### config.mk
export PLATFORM = sky130hd
export DESIGN_NAME = rtype_instr_writer_flat
export DESIGN_NICKNAME = d
export VERILOG_FILES = /design/src/rtl/rtype_instr_writer_if.sv /design/src/rtl/rtype_instr_writer.sv /design/src/flat_wrapper.sv
export SDC_FILE = /design/constraint.sdc
export NUM_CORES = 1
export LEC_CHECK = 0
export CELL_PAD_IN_SITES_DETAIL_PLACEMENT = 0
export CELL_PAD_IN_SITES_GLOBAL_PLACEMENT = 1
export CORE_ASPECT_RATIO = 1.2
export CORE_MARGIN = 2
export CORE_UTILIZATION = 44
export CTS_CLUSTER_SIZE = 14
export DETAILED_ROUTE_END_ITERATION = 16
export PLACE_DENSITY = 0.76
export RECOVER_POWER = 100
export SLEW_MARGIN = 20
export SYNTH_ARGS = -nofsm -noshare
export SYNTH_HDL_FRONTEND = slang
export SYNTH_SLANG_ARGS = --single-unit
### constraint.sdc
create_clock -name clk -period 2.32 [get_ports clk]
set_input_delay 0.58 -clock clk [delete_from_list [all_inputs] [get_ports clk]]
set_output_delay 0.58 -clock clk [all_outputs]
set_load 0.005 [all_outputs]
### src/rtl/rtype_instr_writer_if.sv
// ============================================================================
// rtype_instr_writer_if : request, memory-write and status signals of the
//                         R-type instruction writer.
// Rev 1.0
// ============================================================================
`timescale 1ns/1ps
`default_nettype none

interface rtype_instr_writer_if #(
    parameter int ADDR_W = 8
);
    logic              req_valid;
    logic              req_ready;
    logic [3:0]        req_op;
    logic [4:0]        req_rs;
    logic [4:0]        req_rt;
    logic [4:0]        req_rd;
    logic [4:0]        req_shamt;
    logic              wr_valid;
    logic              wr_ready;
    logic [ADDR_W-1:0] wr_addr;
    logic [31:0]       wr_data;
    logic [ADDR_W-1:0] words_written;
    logic              err_illegal;
    logic              addr_wrap;

    // Request issuer / memory side.
    modport master (
        output req_valid, req_op, req_rs, req_rt, req_rd, req_shamt, wr_ready,
        input  req_ready, wr_valid, wr_addr, wr_data, words_written,
               err_illegal, addr_wrap
    );

    // Writer block.
    modport slave (
        input  req_valid, req_op, req_rs, req_rt, req_rd, req_shamt, wr_ready,
        output req_ready, wr_valid, wr_addr, wr_data, words_written,
               err_illegal, addr_wrap
    );
endinterface

`default_nettype wire

### src/rtl/rtype_instr_writer.sv
// ============================================================================
// rtype_instr_writer : encodes ALU requests into MIPS R-type words, buffers
//                      them in a FIFO and writes them to instruction memory.
// Optional macro: SHAMT_CHECK_EN (non-shift op with shamt != 0 is illegal).
// Rev 1.0
// ============================================================================
`timescale 1ns/1ps
`default_nettype none

module rtype_instr_writer #(
    parameter int ADDR_W    = 8,
    parameter int BASE_ADDR = 0,
    parameter int DEPTH     = 4
) (
    input  wire logic              clk,
    input  wire logic              rst_n,
    rtype_instr_writer_if.slave    bus
);

    localparam int c_PTR_W = $clog2(DEPTH);
    localparam int c_CNT_W = c_PTR_W + 1;

    // ------------------------------------------------------------------
    // Request decode
    // ------------------------------------------------------------------
    logic [5:0]  w_funct;
    logic        w_legal;
    logic        w_is_shift;
    logic [4:0]  w_shamt_eff;
    logic [31:0] w_word;

    always_comb begin
        w_funct = 6'h00;
        w_legal = 1'b1;
        unique case (bus.req_op)
            4'd0:    w_funct = 6'h20;
            4'd1:    w_funct = 6'h22;
            4'd2:    w_funct = 6'h24;
            4'd3:    w_funct = 6'h25;
            4'd4:    w_funct = 6'h26;
            4'd5:    w_funct = 6'h27;
            4'd6:    w_funct = 6'h2A;
            4'd7:    w_funct = 6'h00;
            4'd8:    w_funct = 6'h02;
            default: w_legal = 1'b0;
        endcase

        w_is_shift  = (bus.req_op == 4'd7) || (bus.req_op == 4'd8);
        w_shamt_eff = w_is_shift ? bus.req_shamt : 5'd0;

`ifdef SHAMT_CHECK_EN
        if (!w_is_shift && (bus.req_shamt != 5'd0)) begin
            w_legal = 1'b0;
        end
`endif

        w_word = {6'b0, bus.req_rs, bus.req_rt, bus.req_rd, w_shamt_eff, w_funct};
    end

    // ------------------------------------------------------------------
    // FIFO and write-side state
    // ------------------------------------------------------------------
    logic [31:0]        mem_q [DEPTH];
    logic [c_PTR_W-1:0] wr_ptr_q, wr_ptr_d;
    logic [c_PTR_W-1:0] rd_ptr_q, rd_ptr_d;
    logic [c_CNT_W-1:0] count_q,  count_d;
    logic [ADDR_W-1:0]  addr_q,   addr_d;
    logic [ADDR_W-1:0]  written_q, written_d;
    logic               err_q,    err_d;
    logic               wrap_q,   wrap_d;

    logic               w_full;
    logic               w_empty;
    logic               w_accept;
    logic               w_push;
    logic               w_pop;
    logic [ADDR_W:0]    w_addr_sum;

    // Ready looks only at registered occupancy, so a full FIFO blocks a
    // push even in a cycle where the head is being written out.
    assign w_full   = (count_q == c_CNT_W'(DEPTH));
    assign w_empty  = (count_q == '0);
    assign w_accept = bus.req_valid && !w_full;
    assign w_push   = w_accept && w_legal;
    assign w_pop    = !w_empty && bus.wr_ready;

    assign w_addr_sum = {1'b0, addr_q} + (ADDR_W+1)'(4);

    always_comb begin
        wr_ptr_d  = wr_ptr_q;
        rd_ptr_d  = rd_ptr_q;
        count_d   = count_q;
        addr_d    = addr_q;
        written_d = written_q;
        err_d     = err_q;
        wrap_d    = wrap_q;

        if (w_push) begin
            wr_ptr_d = wr_ptr_q + c_PTR_W'(1);
        end
        if (w_accept && !w_legal) begin
            err_d = 1'b1;
        end

        if (w_pop) begin
            rd_ptr_d  = rd_ptr_q + c_PTR_W'(1);
            addr_d    = w_addr_sum[ADDR_W-1:0];
            written_d = written_q + ADDR_W'(1);
            if (w_addr_sum[ADDR_W]) begin
                wrap_d = 1'b1;
            end
        end

        unique case ({w_push, w_pop})
            2'b10:   count_d = count_q + c_CNT_W'(1);
            2'b01:   count_d = count_q - c_CNT_W'(1);
            default: count_d = count_q;
        endcase
    end

    always_ff @(posedge clk or negedge rst_n) begin
        if (!rst_n) begin
            wr_ptr_q  <= '0;
            rd_ptr_q  <= '0;
            count_q   <= '0;
            addr_q    <= ADDR_W'(BASE_ADDR);
            written_q <= '0;
            err_q     <= 1'b0;
            wrap_q    <= 1'b0;
        end else begin
            wr_ptr_q  <= wr_ptr_d;
            rd_ptr_q  <= rd_ptr_d;
            count_q   <= count_d;
            addr_q    <= addr_d;
            written_q <= written_d;
            err_q     <= err_d;
            wrap_q    <= wrap_d;
        end
    end

    // Storage needs no reset: occupancy alone decides what is visible.
    always_ff @(posedge clk) begin
        if (w_push) begin
            mem_q[wr_ptr_q] <= w_word;
        end
    end

    // ------------------------------------------------------------------
    // Outputs
    // ------------------------------------------------------------------
    assign bus.req_ready     = !w_full;
    assign bus.wr_valid      = !w_empty;
    assign bus.wr_data       = w_empty ? 32'h0 : mem_q[rd_ptr_q];
    assign bus.wr_addr       = addr_q;
    assign bus.words_written = written_q;
    assign bus.err_illegal   = err_q;
    assign bus.addr_wrap     = wrap_q;

endmodule

`default_nettype wire

### src/flat_wrapper.sv
// flat-port wrapper written by rule: the top's interface ports become plain ports
module rtype_instr_writer_flat 
#(
    parameter int ADDR_W    = 8,
    parameter int BASE_ADDR = 0,
    parameter int DEPTH     = 4
)
  (clk, rst_n, bus_req_valid, bus_req_op, bus_req_rs, bus_req_rt, bus_req_rd, bus_req_shamt, bus_wr_ready, bus_req_ready, bus_wr_valid, bus_wr_addr, bus_wr_data, bus_words_written, bus_err_illegal, bus_addr_wrap);
  rtype_instr_writer_if #(.ADDR_W(ADDR_W)) bus_i ();
  input  wire logic clk;
  input  wire logic rst_n;
  input wire logic [$bits(bus_i.req_valid)-1:0] bus_req_valid;
  input wire logic [$bits(bus_i.req_op)-1:0] bus_req_op;
  input wire logic [$bits(bus_i.req_rs)-1:0] bus_req_rs;
  input wire logic [$bits(bus_i.req_rt)-1:0] bus_req_rt;
  input wire logic [$bits(bus_i.req_rd)-1:0] bus_req_rd;
  input wire logic [$bits(bus_i.req_shamt)-1:0] bus_req_shamt;
  input wire logic [$bits(bus_i.wr_ready)-1:0] bus_wr_ready;
  output wire logic [$bits(bus_i.req_ready)-1:0] bus_req_ready;
  output wire logic [$bits(bus_i.wr_valid)-1:0] bus_wr_valid;
  output wire logic [$bits(bus_i.wr_addr)-1:0] bus_wr_addr;
  output wire logic [$bits(bus_i.wr_data)-1:0] bus_wr_data;
  output wire logic [$bits(bus_i.words_written)-1:0] bus_words_written;
  output wire logic [$bits(bus_i.err_illegal)-1:0] bus_err_illegal;
  output wire logic [$bits(bus_i.addr_wrap)-1:0] bus_addr_wrap;
  assign bus_i.req_valid = bus_req_valid;
  assign bus_i.req_op = bus_req_op;
  assign bus_i.req_rs = bus_req_rs;
  assign bus_i.req_rt = bus_req_rt;
  assign bus_i.req_rd = bus_req_rd;
  assign bus_i.req_shamt = bus_req_shamt;
  assign bus_i.wr_ready = bus_wr_ready;
  assign bus_req_ready = bus_i.req_ready;
  assign bus_wr_valid = bus_i.wr_valid;
  assign bus_wr_addr = bus_i.wr_addr;
  assign bus_wr_data = bus_i.wr_data;
  assign bus_words_written = bus_i.words_written;
  assign bus_err_illegal = bus_i.err_illegal;
  assign bus_addr_wrap = bus_i.addr_wrap;
  rtype_instr_writer #(.ADDR_W(ADDR_W), .BASE_ADDR(BASE_ADDR), .DEPTH(DEPTH)) u_core (.clk(clk), .rst_n(rst_n), .bus(bus_i));
endmodule
==> metrics.md, run 1 <==
| Metric | Value |
|---|---|
| Run status | finished, violations left |
| Violations in the final reports | setup timing |
| Library cells used by synthesis | 37 |
| Yosys warning count | 0 |
| DP Wirelength | between 5000 and 6000 um |
| Shortest period the worst path allows | roughly 2500 ps |
| Prevailing post-synth register cell | sky130_fd_sc_hd__edfxtp_1 |
| Switch share | between 20% and 30% |
| Top routing layer in use | met4 |
| Antenna violations before repair | 1 |
| Wire length of the first global-routing pass | 15,700 um |
| Compound-gate portion of the synthesized area | 1.11% |
| Final-report setup violation count | 32 |
| Worst Setup SP | u_core.rd_ptr_q[0] |
| Grt ovf | 0 |
| Sw Pwr | 2.32 mW |
| Launching element type of the critical path | register |
| Clock net sink count | around 120 |
| Fraction of final layout cells sized beyond drive strength 1 | 31.0% |
| Area share of fa/ha/maj cells after synthesis | 2.12% |
| Final Cell Area | about 6800 um^2 |
| RSZ-0062 raised after global routing | yes |
| Max-capacitance violation count | 0 |
| Via count of the first global-routing pass | approximately 2,900 |
| Fill cell instance count of the final layout | 860 |
| Simple-Gate Fraction of Synth Area | 7.87% |
| Fraction of the core area covered by cells at the end of the flow | between 60 and 70% |
| Worst Setup End Kind | primary output |
| Clock tree root buffer cell | sky130_fd_sc_hd__clkbuf_16 |
| Areal power density over the cells | approximately 1200 nW/um^2 |
| Mean routed wirelength per cell | 17.0 um |
| Post-place setup slack | -245 ps |
| Nets@finish | about 440 |
| Avg Inst Size Synth | between 15 and 20 um^2 |
| Post-synthesis share of cell area spent on xor and xnor gates | approximately 3.3% |
| Part of the Yosys area used for sequential elements | ~70% |
| Count of mapped cells out of synthesis | 286 |
| Slowest cell on the critical path | sky130_fd_sc_hd__dfrtp_2 |
| Ratio of routed vias to standard cells | between 4 and 5 |
| Met1 WL | 4260 um |
| Maximum clock rate | 399 MHz |
| Post-CTS clock slew at the launch and capture registers of the worst setup and hold paths | about 50 ps |
| Remaining DRCs | 0 |
| Final wirelength | approximately 10000 um |
| Main combinational cell family by area after synthesis | multiplexers |
| Worst stage delay on the critical path | 440 ps |
| Post-route fraction of the period consumed by the critical path | 108% |
| Share of power burned in the clock network | between 20% and 30% |
| Most used cell along the critical path | sky130_fd_sc_hd__buf_12 |
| Via Count | ~2,800 |
| Clock skew after layout | 9.86 ps |
| Worst Setup Slack, final | -183 ps |
| Hold Violations, Final | 0 |
| Worst supply voltage drop on vdd | approximately 0.74 mV |
| Critical path cell sequence | buf_12 -> buf_12 -> buf_6 -> mux4_2 -> and2b_1 -> buf_2 |
| P&R area growth vs syn | 34.1% |
| Clk Latency, worst-skew pair | 400 ps |
| Number of slew-limit violations in the final report | 0 |
| Slew of the pin with the lowest slew margin | around 1300 ps |
| Leading post-synthesis cells by cell area | sky130_fd_sc_hd__edfxtp_1 59%, sky130_fd_sc_hd__dfrtp_1 11%, sky130_fd_sc_hd__mux4_2 11%, sky130_fd_sc_hd__nor2b_1 2.5%, sky130_fd_sc_hd__xnor2_1 2.4% |
| Number of flops mapped to enable cells by yosys | 100 |
| Hold Path Class | reg -> reg |
| Startpoint of the worst-slack reg-to-reg timing path | u_core.count_q[1] |
| Initial Util | around 46% |
| Part of the power in combinational logic | between 30% and 40% |
| Sequential cell fraction of total power | 36.9% |
| First-pass detailed-route iteration total | 4 |
| Top-level port count | 80 |
| Number of synthesized register bits | roughly 120 |
| Total CTS buffers | 17 |
| Combined global-route utilization of all metal layers | approximately 17% |
| Y dimension of the die | 122 um |
| Met3 wire length | about 560 um |
| Post-CTS Hold Buffers | 0 |
| Worst slew margin | 16.5% |
| Highest net fanout along the worst path | 7 |
| Number of nets with antenna violations after detailed routing | 0 |
| IO Port Bufs | 70 |
| Placeable Area | between 10,000 and 15,000 um^2 |
| Cell-internal power | around 5.9 mW |
| Clock H-tree levels | 4 |
| Num rows | 42 |
| Pin count of the biggest net entering global routing | 27 |
| Placer's final routability congestion estimate | between 0.7 and 0.8 |
| TritonCTS clock tree | built |
| Horizontal die dimension | between 100 and 150 um |
| Die Area | 12,400 um^2 |
| Routed met2 length | ~4800 um |
| Post-synth ARST share | 18.7% |
| Critical Setup Path Class | reg -> out |
| Area fraction of the dominant cell type after synthesis | between 50% and 60% |
| Share of synthesized area spent on multiplexers | between 10% and 20% |
| Placement-stage cell area | roughly 6200 um^2 |
| Endpoint required time on the critical path | between 1500 and 2000 ps |
| HP Start | u_core.bus.addr_wrap |
| Data arrival time at the worst-slack endpoint | roughly 1900 ps |
| Largest area contributor in the netlist | sky130_fd_sc_hd__edfxtp_1 |
| Initial drt markers | roughly 130 |
| Leak Pwr | between 2 and 3 nW |
| Mapped cell area | 5070 um^2 |
| Buffers from clock root to sink, at most | 2 |
==> cell families (layout without fill, tap and decap cells) <==
group,count (synthesis),count (layout)
and+or+nand+nor,69,69
other,1,10
muxes,27,27
AOI/OAI and AO/OA,8,8
adders and majority gates,8,8
DFF,123,123
xor gates and xnor gates,19,19
buffers and inverters,31,157
==> through the flow <==
step / setup TNS (ps) / hold WS [ps] / std cells / power, mW
after floorplan: 0 / 284 / 294 / 4.50
after global placement: -10050 / 455 / 526 / 5.95
after detailed placement: -15460 / 451 / 526 / 5.99
after CTS: -3380 / 473 / 569 / 8.36
after global routing: -16730 / 494 / 575 / 8.73
final: -2500 / 461 / 575 / 8.26
==> final timing paths <==
| check | endpoint | slack [ps] | depth (start not counted) |
|---|---|---|---|
| hold reg to reg | u_core.bus.addr_wrap | 460 | 2 |
| setup reg to reg | u_core.count_q[2] | 110 | 9 |
| hold / removal | u_core.bus.addr_wrap | 460 | 2 |
| max in group asynchronous | u_core.rd_ptr_q[0] | 520 | 2 |
| min in group asynchronous | u_core.bus.wr_addr[7] | 970 | 2 |
| setup / recovery | bus_wr_data[3] | -180 | 6 |
==> cells in the final DEF (no fill, tap or decap), types with 5 or more instances in the layout <==
| cell type | synthesis | routed |
|---|---|---|
| sky130_fd_sc_hd__and2_1 | 6 | 5 |
| sky130_fd_sc_hd__and2b_1 | 5 | 5 |
| sky130_fd_sc_hd__buf_12 | 0 | 11 |
| sky130_fd_sc_hd__buf_2 | 3 | 20 |
| sky130_fd_sc_hd__buf_4 | 12 | 18 |
| sky130_fd_sc_hd__buf_6 | 1 | 6 |
| sky130_fd_sc_hd__clkbuf_1 | 4 | 10 |
| sky130_fd_sc_hd__clkbuf_16 | 0 | 17 |
| sky130_fd_sc_hd__clkbuf_2 | 0 | 5 |
| sky130_fd_sc_hd__clkdlybuf4s50_1 | 0 | 9 |
| sky130_fd_sc_hd__clkinv_2 | 0 | 8 |
| sky130_fd_sc_hd__conb_1 | 1 | 9 |
| sky130_fd_sc_hd__dfrtp_1 | 23 | 20 |
| sky130_fd_sc_hd__dlygate4sd3_1 | 0 | 34 |
| sky130_fd_sc_hd__edfxtp_1 | 100 | 100 |
| sky130_fd_sc_hd__ha_1 | 7 | 7 |
| sky130_fd_sc_hd__inv_1 | 10 | 10 |
| sky130_fd_sc_hd__mux4_2 | 25 | 25 |
| sky130_fd_sc_hd__nand2_1 | 13 | 13 |
| sky130_fd_sc_hd__nor2_1 | 5 | 5 |
| sky130_fd_sc_hd__nor2b_1 | 20 | 12 |
| sky130_fd_sc_hd__nor2b_4 | 0 | 8 |
| sky130_fd_sc_hd__xnor2_1 | 14 | 14 |
| sky130_fd_sc_hd__xor2_1 | 5 | 5 |
==> state kept, by name, summed over array words and instances, names as in the netlist <==
name                      flops
u_core.bus.addr_wrap          1
u_core.bus.err_illegal        1
u_core.bus.wr_addr            6
u_core.rd_ptr_q               2
u_core.wr_ptr_q               2
u_core.bus.words_written      8
u_core.count_q                3
u_core.mem_q                100
==> layout make-up <==
type | instances | area [um^2] | share of cell area [%]
inverters | 11 | 41.3 | 0.607
well taps | 154 | 193 | 2.83
flip-flops and latches | 123 | 3580 | 52.6
multi-input cells | 140 | 1420 | 20.8
clock buffers | 19 | 433 | 6.36
repair buffers | 115 | 1080 | 15.8
clock inverters | 12 | 58.8 | 0.864
diodes | 1 | 2.50 | 0.0368
==> critical path: cells and delay by family, from the launching register on <==
family / cells / cell delay [ps]
buf+inv: 4 / 500
flops: 1 / 440
mux: 1 / 410
simple gates: 1 / 170
==> metal layers <==
metal  global-route usage, %  vias to the layer above
met2                    27.0                       88
met3                    5.68                       11
met5                       0                        -
met1                    23.3                     1401
li1                        -                     1305
met4                    4.75                        0
==> cell usage after synthesis (2+ instances only) <==
library cell / n
sky130_fd_sc_hd__edfxtp_1: 100
sky130_fd_sc_hd__mux4_2: 25
sky130_fd_sc_hd__dfrtp_1: 23
sky130_fd_sc_hd__nor2b_1: 20
sky130_fd_sc_hd__xnor2_1: 14
sky130_fd_sc_hd__nand2_1: 13
sky130_fd_sc_hd__buf_4: 12
sky130_fd_sc_hd__inv_1: 10
sky130_fd_sc_hd__ha_1: 7
sky130_fd_sc_hd__and2_1: 6
sky130_fd_sc_hd__and2b_1: 5
sky130_fd_sc_hd__nor2_1: 5
sky130_fd_sc_hd__xor2_1: 5
sky130_fd_sc_hd__and2_2: 4
sky130_fd_sc_hd__clkbuf_1: 4
sky130_fd_sc_hd__nand4_1: 4
sky130_fd_sc_hd__nor3_1: 4
sky130_fd_sc_hd__buf_2: 3
sky130_fd_sc_hd__and3_1: 2
sky130_fd_sc_hd__nand3_1: 2
sky130_fd_sc_hd__o31ai_1: 2
==> power by group through the flow <==
| stage | sequential (mW) | combinational [mW] | clock (mW) |
|---|---|---|---|
| after detailed placement | 3.08 | 2.91 | 0 |
| after CTS | 3.06 | 3.09 | 2.20 |
| after global placement | 3.07 | 2.88 | 0 |
| after floorplan | 3.01 | 1.49 | 0 |
| after global routing | 3.09 | 3.31 | 2.33 |
| final | 3.05 | 3.03 | 2.18 |
==> timing repair <==
item	in CTS	in global routing
cloned	2	0
setup endpoints to repair	26	26
pin swaps	1	1
gates resized for setup	105	17
setup buffers	10	7
Note: power is estimated with default switching activity, not from simulation.
==> run 2, diff against run 1 <==
Settings changed: CORE_UTILIZATION 44 to 47, CTS_BUF_LIST set to sky130_fd_sc_hd__clkbuf_4, PLACE_DENSITY 0.76 to 0.8.
==> run 2 against run 1 <==
The run still ends with setup timing left. Cell count is 6.3% lower. First-iteration DRC count is 37% higher. Sequential power hardly changed. Critical endpoint is now bus_wr_data[20].
==> metrics.md, run 2 (same netlist as run 1, synthesis figures left out) <==
| Metric | Value |
|---|---|
| Clock tree root buffer cell | sky130_fd_sc_hd__clkbuf_4 |
| Worst supply voltage drop on vdd | around 0.54 mV |
| Number of slew-limit violations in the final report | 0 |
| Clk Latency, worst-skew pair | 510 ps |
| Worst Setup Slack, final | -245 ps |
| Combined global-route utilization of all metal layers | between 15 and 20% |
| Die Area | around 12,000 um^2 |
| Most common library cell in the layout ignoring fill and taps | sky130_fd_sc_hd__edfxtp_1 |
| Grt ovf | 0 |
| Placeable Area | around 11,000 um^2 |
| Initial Util | between 40 and 50% |
| Num rows | slightly above 40 |
| Shortest period the worst path allows | between 2000 and 3000 ps |
| Endpoint required time on the critical path | around 1700 ps |
| Critical path cell sequence | buf_8 -> buf_6 -> mux4_2 -> nor2b_4 -> buf_2 |
| DP Wirelength | 5910 um |
| Max-capacitance violation count | 0 |
| RSZ-0062 raised after global routing | yes |
| Final wirelength | between 9000 and 10,000 um |
| TritonCTS clock tree | built |
| Critical Setup Path Class | reg -> out |
| Fill cell instance count of the final layout | approximately 780 |
| Bufs and invs on worst path | 3 |
| Violations in the final reports | setup timing |
| Clock net sink count | between 100 and 150 |
| Launching element type of the critical path | register |
| Slew of the pin with the lowest slew margin | roughly 1200 ps |
| Data arrival time at the worst-slack endpoint | slightly below 2000 ps |
| Via Count | approximately 2,800 |
| Cell type group with the largest total delay on the critical path | multiplexers |
| Via count of the first global-routing pass | ~3,000 |
| Number of flip-flops under the largest register name | 100 |
| Pin count of the biggest net entering global routing | 24 |
| Worst Setup End Kind | primary output |
| Slowest cell on the critical path | sky130_fd_sc_hd__mux4_2 |
| IO Port Bufs | 70 |
| Final-report setup violation count | 25 |
| Highest-count cells in the layout ignoring fill and taps | 100 x sky130_fd_sc_hd__edfxtp_1, 33 x sky130_fd_sc_hd__dlygate4sd3_1, 25 x sky130_fd_sc_hd__mux4_2, 24 x sky130_fd_sc_hd__buf_2, 20 x sky130_fd_sc_hd__dfrtp_1 |
| Fraction of the core area covered by cells at the end of the flow | between 60% and 70% |
| Multi-input gate area in the final layout | between 1000 and 1500 um^2 |
| Wire length of the first global-routing pass | between 15,000 and 20,000 um |
| Post-place setup slack | -204 ps |
| Placer's final routability congestion estimate | around 0.73 |
| Total CTS buffers | 17 |
| Final Power | roughly 7.6 mW |
| Clock H-tree levels | 4 |
| Horizontal die dimension | 98.8 um |
| Setup TNS Final | -4230 ps |
| Hold Violations, Final | 0 |
| Nets@finish | 433 |
| Clock skew after layout | between 10 and 15 ps |
| Initial drt markers | about 180 |
| Fraction of final layout cells sized beyond drive strength 1 | about 29% |
| Worst slew margin | between 10% and 20% |
| Run status | finished, violations left |
| Worst stage delay on the critical path | ~480 ps |
| Top-level port count | 80 |
| Antenna violations before repair | 0 |
| Post-route fraction of the period consumed by the critical path | 111% |
| First-pass detailed-route iteration total | 4 |
| P&R area growth vs syn | 27.4% |
| Mean routed wirelength per cell | between 15 and 20 um |
| Number of nets with antenna violations after detailed routing | 0 |
| Post-CTS clock slew at the launch and capture registers of the worst setup and hold paths | 110 ps |
| Y dimension of the die | between 100 and 150 um |
| Maximum clock rate | roughly 390 MHz |
| Number of diodes added for antenna fixing | 0 |
| Register Area | 3580 um^2 |
| Ratio of routed vias to standard cells | just over 5 |
| Areal power density over the cells | approximately 1200 nW/um^2 |
| Buffers from clock root to sink, at most | 2 |
| Most flops, register | u_core.mem_q |
| Leak Pwr | about 2.4 nW |
| Highest net fanout along the worst path | 7 |
| Remaining DRCs | 0 |
| Hold Path Class | reg -> reg |
==> run 2: timing repair <==
item,4_1_cts,5_1_grt
setup buffers,12,1
hold buffers,0,0
pin swaps,1,2
resized for setup,114,5
cloned,2,0
setup endpoints to repair,27,28
==> run 2: per-layer routing <==
metal	vias to the layer above	global-route usage, %	part of all wire, %
met2	87	29.6	52
met5	-	0	0
li1	1277	-	-
met3	10	6.35	6.5
met1	1384	21.4	40
met4	0	5.57	1.2
==> run 2: power breakdown <==
group          leakage, nW  total (mW)  switching, mW  internal (mW)
sequential            1.19        3.04          0.256           2.79
combinational         1.05        2.66           1.12           1.54
clock                0.189        1.86          0.786           1.07
==> run 2: cell type report <==
cell class / count / area share, %
multi-input cells: 140 / 21.3
repair buffers: 104 / 14.4
flip-flops and latches: 123 / 55.4
clock buffers: 17 / 1.97
well taps: 129 / 2.50
clock inverters: 15 / 3.83
inverters: 11 / 0.639
==> run 2: final timing paths <==
check / cells past startpoint / endpoint / slack (ps) / from
min in group asynchronous: 2 / u_core.bus.wr_addr[7] / 860 / rst_n
setup reg to reg: 9 / u_core.count_q[2] / 120 / u_core.count_q[0]
hold / removal: 1 / u_core.bus.words_written[7] / 480 / u_core.bus.words_written[7]
hold reg to reg: 1 / u_core.bus.words_written[7] / 480 / u_core.bus.words_written[7]
max in group asynchronous: 2 / u_core.count_q[2] / 640 / rst_n
setup / recovery: 5 / bus_wr_data[20] / -240 / u_core.rd_ptr_q[0]
==> run 2: through the flow <==
step                hold slack [ps]  std cells  instance area [um^2]
finish                          478        539                  6460
global route                    499        539                  6460
CTS                             376        543                  6600
detailed placement              458        497                  6120
global placement                450        497                  6120
floorplan                       284        294                  5100
==> run 2: worst register-to-register path, cell delays in order (launching register included) <==
cell and delay (ps):
sky130_fd_sc_hd__dfrtp_2 450, sky130_fd_sc_hd__or3b_1 430, sky130_fd_sc_hd__and3_1 200, sky130_fd_sc_hd__inv_1 60, sky130_fd_sc_hd__ha_1 150, sky130_fd_sc_hd__inv_1 50, sky130_fd_sc_hd__fa_1 380, sky130_fd_sc_hd__xor2_1 150
sky130_fd_sc_hd__nor2_1 110, sky130_fd_sc_hd__xor2_1 140
